$ cat src/rtl/id_ex_stage.sv
// ID/EX pipeline register with operand forwarding and load-use hazard detection.
// Define ID_EX_FORWARD_EN to enable the forwarding network; without it a full interlock stalls instead.
module id_ex_stage #(
  parameter int DATA_WIDTH = 32,
  parameter int REG_ADDR_W = 5
) (
  input  logic                  clk,
  input  logic                  rst_n,
  input  logic                  id_valid,
  input  logic [REG_ADDR_W-1:0] id_rs1,
  input  logic [REG_ADDR_W-1:0] id_rs2,
  input  logic [REG_ADDR_W-1:0] id_rd,
  input  logic [DATA_WIDTH-1:0] id_rs1_data,
  input  logic [DATA_WIDTH-1:0] id_rs2_data,
  input  logic [DATA_WIDTH-1:0] id_imm,
  input  logic [2:0]            id_aluctrl,
  input  logic                  id_alusrc,
  input  logic                  id_regwrite,
  input  logic                  id_memread,
  input  logic                  id_memwrite,
  input  logic                  id_branch,
  input  logic                  flush,
  input  logic                  mem_regwrite,
  input  logic [REG_ADDR_W-1:0] mem_rd,
  input  logic [DATA_WIDTH-1:0] mem_result,
  input  logic                  wb_regwrite,
  input  logic [REG_ADDR_W-1:0] wb_rd,
  input  logic [DATA_WIDTH-1:0] wb_result,
  output logic                  load_use_stall,
  output logic [DATA_WIDTH-1:0] ALUop1,
  output logic [DATA_WIDTH-1:0] ALUop2,
  output logic [2:0]            ALUctrl,
  output logic                  ex_valid,
  output logic                  ex_regwrite,
  output logic                  ex_memread,
  output logic                  ex_memwrite,
  output logic                  ex_branch,
  output logic [REG_ADDR_W-1:0] ex_rd,
  output logic [DATA_WIDTH-1:0] ex_store_data
);

  logic                  ex_alusrc;
  logic [REG_ADDR_W-1:0] ex_rs1, ex_rs2;
  logic [DATA_WIDTH-1:0] ex_rs1_data, ex_rs2_data, ex_imm;
  logic [DATA_WIDTH-1:0] fwd_rs1, fwd_rs2;
  logic                  take;

`ifdef ID_EX_FORWARD_EN
  assign load_use_stall = id_valid & ex_valid & ex_memread & (ex_rd != '0) &
                          ((ex_rd == id_rs1) | (ex_rd == id_rs2));

  always_comb begin
    fwd_rs1 = ex_rs1_data;
    if (mem_regwrite && (mem_rd != '0) && (mem_rd == ex_rs1))
      fwd_rs1 = mem_result;
    else if (wb_regwrite && (wb_rd != '0) && (wb_rd == ex_rs1))
      fwd_rs1 = wb_result;
  end

  always_comb begin
    fwd_rs2 = ex_rs2_data;
    if (mem_regwrite && (mem_rd != '0) && (mem_rd == ex_rs2))
      fwd_rs2 = mem_result;
    else if (wb_regwrite && (wb_rd != '0) && (wb_rd == ex_rs2))
      fwd_rs2 = wb_result;
  end
`else
  logic hit_rs1, hit_rs2;
  logic unused_fwd;

  // WB producers need no stall: the register file writes before it is read.
  assign hit_rs1 = (id_rs1 != '0) &
                   ((ex_valid & ex_regwrite & (ex_rd == id_rs1)) | (mem_regwrite & (mem_rd == id_rs1)));
  assign hit_rs2 = (id_rs2 != '0) &
                   ((ex_valid & ex_regwrite & (ex_rd == id_rs2)) | (mem_regwrite & (mem_rd == id_rs2)));
  assign load_use_stall = id_valid & (hit_rs1 | hit_rs2);

  assign fwd_rs1    = ex_rs1_data;
  assign fwd_rs2    = ex_rs2_data;
  assign unused_fwd = ^{mem_result, wb_regwrite, wb_rd, wb_result, ex_rs1, ex_rs2};
`endif

  assign ALUop1        = fwd_rs1;
  assign ALUop2        = ex_alusrc ? ex_imm : fwd_rs2;
  assign ex_store_data = fwd_rs2;

  // Bubbles and invalid slots share one path: controls gated off, data fields loaded regardless.
  assign take = id_valid & ~flush & ~load_use_stall;

  always_ff @(posedge clk or negedge rst_n) begin
    if (!rst_n) begin
      ex_valid    <= 1'b0;
      ex_regwrite <= 1'b0;
      ex_memread  <= 1'b0;
      ex_memwrite <= 1'b0;
      ex_branch   <= 1'b0;
      ex_alusrc   <= 1'b0;
      ALUctrl     <= '0;
      ex_rd       <= '0;
      ex_rs1      <= '0;
      ex_rs2      <= '0;
      ex_rs1_data <= '0;
      ex_rs2_data <= '0;
      ex_imm      <= '0;
    end else begin
      ex_valid    <= take;
      ex_regwrite <= take & id_regwrite;
      ex_memread  <= take & id_memread;
      ex_memwrite <= take & id_memwrite;
      ex_branch   <= take & id_branch;
      ex_alusrc   <= take & id_alusrc;
      ALUctrl     <= take ? id_aluctrl : 3'b000;
      ex_rd       <= id_rd;
      ex_rs1      <= id_rs1;
      ex_rs2      <= id_rs2;
      ex_rs1_data <= id_rs1_data;
      ex_rs2_data <= id_rs2_data;
      ex_imm      <= id_imm;
    end
  end

endmodule

$ cat config.mk
export PLATFORM = sky130hd
export DESIGN_NAME = id_ex_stage
export DESIGN_NICKNAME = d
export VERILOG_FILES = /design/src/rtl/id_ex_stage.sv
export SDC_FILE = /design/constraint.sdc
export NUM_CORES = 1
export LEC_CHECK = 0
export CORE_AREA = 2 2 120 122
export CTS_BUF_LIST = sky130_fd_sc_hd__clkbuf_8 sky130_fd_sc_hd__clkbuf_16
export CTS_CLUSTER_SIZE = 14
export DETAILED_ROUTE_END_ITERATION = 12
export DIE_AREA = 0 0 122 124
export GPL_TIMING_DRIVEN = 0
export MAX_ROUTING_LAYER = met4
export PLACE_DENSITY = 0.68
export SYNTH_ARGS = -nofsm -noshare
export SYNTH_HDL_FRONTEND = slang
export SYNTH_SLANG_ARGS = --single-unit
$ cat constraint.sdc
create_clock -name clk -period 2.5 [get_ports clk]
set_clock_uncertainty 0.1 [all_clocks]
set_input_delay 0.375 -clock clk [delete_from_list [all_inputs] [get_ports clk]]
set_output_delay 0.375 -clock clk [all_outputs]
set_load 0.1 [all_outputs]
==> run_results.csv <==
group,metric,value,unit
sta,layout_setup_ws,-0.01948,ns
sta,final.setup.tns,-0.01948,ns
die,io_pins,309,
place,routabilityCongestion,0.7352,
setup_path,timing.reg2reg.worst_path_depth,6,
sta,setup_viol,1,
setup_path,timing.critical_path.slowest_stage_cell,"sky130_fd_sc_hd__or4_4",
synth,ys_seq_elements,110,
setup_path,cp.buffers_inverters,2,
die,fp.dieArea,0.01513,mm^2
worst_hold_path,cell_depth_of_the_worst_min_delay_path,3,
sta,finalHoldWorstSlack,0.2986,ns
setup_path,r2r_slack,0.77,ns
sta,max_freq,396.9,MHz
synth,synth_warnings,0,
clocking,tritoncts_buffers,9,
die,initial_core_util,0.2582,
detailed_routing,routed_via_density,4.039,
global_routing,grt-ovfl-total,0,
setup_path,timing.critical_path.mode_cell,"sky130_fd_sc_hd__or4_4",
synth,yosysSeqAreaShare,0.7771,
setup_path,critical_path_arrival,2.04,ns
global_routing,via_count_of_the_first_global_routing_pass,2873,
pwr,ir_drop_worst_case_vdd,0.0003488,V
detailed_routing,post-route-drc-count,0,
synth,synth_cells,203,
pwr,power_report.internal_total,2.922,mW
place,post-dp-hpwl,7.706,mm
die,placementRows,43,
pwr,p_leak,2.675,nW
setup_path,worst_ep_required_time,2.03,ns
setup_path,critical_path.cell_chain,"buf_6 > or4_4 > nor2_4 > nor3_2 > or4_4 > and2_4 > buf_12",
status,outcome,"complete, but fails checks",
pwr,p_per_area,712.9,mW/mm^2
worst_hold_path,worstHoldPathType,"primary input to flip-flop",
synth,synth.lib_cells_used.distinct,18,
place,place.port_buffers,236,
detailed_routing,first_pass_iters,4,
clocking,clockBufferDepth,2,
detailed_routing,postRouteWirelength,9.858,mm
sta,timing.max_slew.rel_slack,0.3206,
sta,fin_crit,2.519,ns
setup_path,reg2reg_to,"ex_valid",
setup_path,worstSetupPathType,"primary input to output pin",
clocking,tritoncts_num_sinks,110,
clocking,clk-insertion-delay-late,0.34,ns
global_routing,grt_pass1_wl,14.70,mm
global_routing,grt_antenna_before_repair,0,
final_layout,syn2layout_area_growth,79.37,%
job,maxCapViolations,0,
place,detailed_place.area,0.006163,mm^2
setup_path,worstReg2RegStart,"ex_rd[3]",
clocking,cts_clock_pin_slew_for_the_worst_setup_and_hold_paths,0.07,ns
status,failed_checks,"negative setup slack",
synth,synth_fp_nets,402,
sta,final_number_of_max_transition_violations,0,
final_layout,layout-drive-gt1-share,0.2227,
detailed_routing,drtIter0Drc,30,
clocking,h-tree-depth,3,
die,fp.coreArea,0.01372,mm^2
setup_path,crit_path_max_incr_delay,0.54,ns
setup_path,end_kind,"output pin",
clocking,cts_tree,"built",
pwr,clock_share_of_power,0.295,
sta,fin_crit_sh,1.008,
sta,setup_repair_after_global_routing_missed_its_margin,"yes",
detailed_routing,ant_nets,0,
pwr,p_sw_frac,0.3548,
final_layout,final_nets,652,
sta,report.final.hold_viol_count,0,
pwr,switchingPower,1.607,mW
global_routing,groute.usage.overall,0.1351,
worst_hold_path,hold_path.startpoint,"id_valid",
setup_path,setup.worst_path.start_class,"primary input",
setup_path,critical_path_peak_fanout,3,
setup_path,cp_top_family,"simple AND/OR/NAND/NOR gates",
final_layout,mostFrequentLayoutCell,"sky130_fd_sc_hd__clkdlybuf4s50_1",
global_routing,grt_start_max_net_pins,60,
pwr,power.share.sequential,0.420,
synth,netlist_area,0.003542,mm^2
die,die_x,122,um
pwr,comb_power_share,0.284,
die,fp.dieH,124,um
worst_hold_path,worstHoldEndpoint,"ALUctrl[2]",
clocking,root_buffer,"sky130_fd_sc_hd__clkbuf_16",
detailed_routing,num_vias,2577,
synth,avg_synthesized_cell_area,17.45,um^2
detailed_routing,wire_per_inst,15.45,um
setup_path,critical_path_depth,7,
sta,tightestPinTransition,1.016,ns
final_layout,final_cell_area,0.006354,mm^2
final_layout,total_inserted_antenna_cells,0,
final_layout,fillerInstances,1245,
final_layout,layout_common_cells,"sky130_fd_sc_hd__clkdlybuf4s50_1, sky130_fd_sc_hd__dfrtp_1, sky130_fd_sc_hd__buf_2",
registers in the layout (all words and copies together), names as in the netlist:
register and count:
ex_imm 32, ex_memread 1, ex_branch 1, ex_rd 5, ALUctrl 3, ex_valid 1
ex_regwrite 1, ex_alusrc 1, ALUop1 32, ex_store_data 32, ex_memwrite 1
tightest hold or removal path, delay by kind of cell:
family                 cells  cell delay, ns
buffers and inverters      1            0.18
AND/OR/NAND/NOR            2            0.16
kinds of logic after synthesis:
logic type	count (synthesis)	synth area share
buffers and inverters	7	0.009537
XOR/XNOR	20	0.04945
multiplexers	32	0.1017
AND/OR/NAND/NOR	34	0.06217
flip-flops	110	0.7771
power groups by stage:
stage               Sequential (mW)  Combinational, mW  Clock [mW]
finish                         1.90               1.29        1.34
global route                   1.91               1.33        1.47
CTS                            1.90               1.30        1.40
detailed placement             1.94               1.33           0
global placement               1.94               1.32           0
floorplan                      2.40              0.381           0
metrics by stage:
step	power [mW]	cells	setup slack (ns)	utilization
after floorplan	2.779	203	0.02725	-
after global placement	3.253	619	-3.415	0.4474
after detailed placement	3.266	620	-1.392	0.4492
after CTS	4.607	639	-0.1408	0.4631
after global routing	4.718	638	-0.05738	0.4631
final	4.529	638	-0.01948	0.4631
how the worst max path moves through the flow:
stage / to / slack (ns) / from
floorplan: load_use_stall / 0.03 / id_rs2[1]
global placement: ex_rd[3] / -3.42 / rst_n
detailed placement: load_use_stall / -1.39 / id_rs1[4]
CTS: load_use_stall / -0.14 / id_rs1[1]
global route: load_use_stall / -0.06 / id_rs1[1]
finish: load_use_stall / -0.02 / id_rs2[2]
cells in the mapped netlist:
cell	number	area [um^2]
sky130_fd_sc_hd__nor4_1	2	12.51
sky130_fd_sc_hd__and2_1	1	6.260
sky130_fd_sc_hd__nor2_2	1	6.260
sky130_fd_sc_hd__nor3_1	2	10.01
sky130_fd_sc_hd__nor3b_2	1	12.51
sky130_fd_sc_hd__nor2_1	1	3.750
sky130_fd_sc_hd__buf_6	1	11.26
sky130_fd_sc_hd__clkbuf_1	1	3.750
sky130_fd_sc_hd__or4_1	3	22.52
sky130_fd_sc_hd__nor3_2	8	80.08
sky130_fd_sc_hd__xor2_1	2	17.52
sky130_fd_sc_hd__dfrtp_1	110	2753
sky130_fd_sc_hd__xnor2_1	18	157.7
sky130_fd_sc_hd__nand2_1	11	41.29
sky130_fd_sc_hd__mux2_2	17	191.4
sky130_fd_sc_hd__nand4_1	4	25.02
sky130_fd_sc_hd__buf_1	5	18.77
sky130_fd_sc_hd__mux2_1	15	168.9
final cells by class:
| type | instances | area, um^2 | area share |
|---|---|---|---|
| Multi-Input combinational cell | 86 | 792.0 | 0.1247 |
| Clock inverter | 7 | 55.05 | 0.008665 |
| Buffer | 6 | 33.78 | 0.005317 |
| Clock buffer | 9 | 225.2 | 0.03545 |
| Sequential cell | 110 | 2759 | 0.4342 |
| Timing Repair Buffer | 240 | 2263 | 0.3562 |
| Tap cell | 180 | 225.2 | 0.03545 |
routing by layer:
metal  vias up  track usage  wire length (um)
li1       1177            -                 -
met1      1220       0.1462              3737
met2       170       0.2207              4825
met3        10      0.05174              1148
met4         0      0.06250               146
met5         -            -                 0
repair_timing:
action                                  CTS  global route
cloned                                    0             0
endpoints found under the setup margin   33             6
gates resized for setup                 216             7
setup buffers                             2             0
pin swaps                                 7             4
hold buffers                              1             0
endpoints found under the hold margin    51             0
No activity file was read; power rests on OpenSTA's default activity.
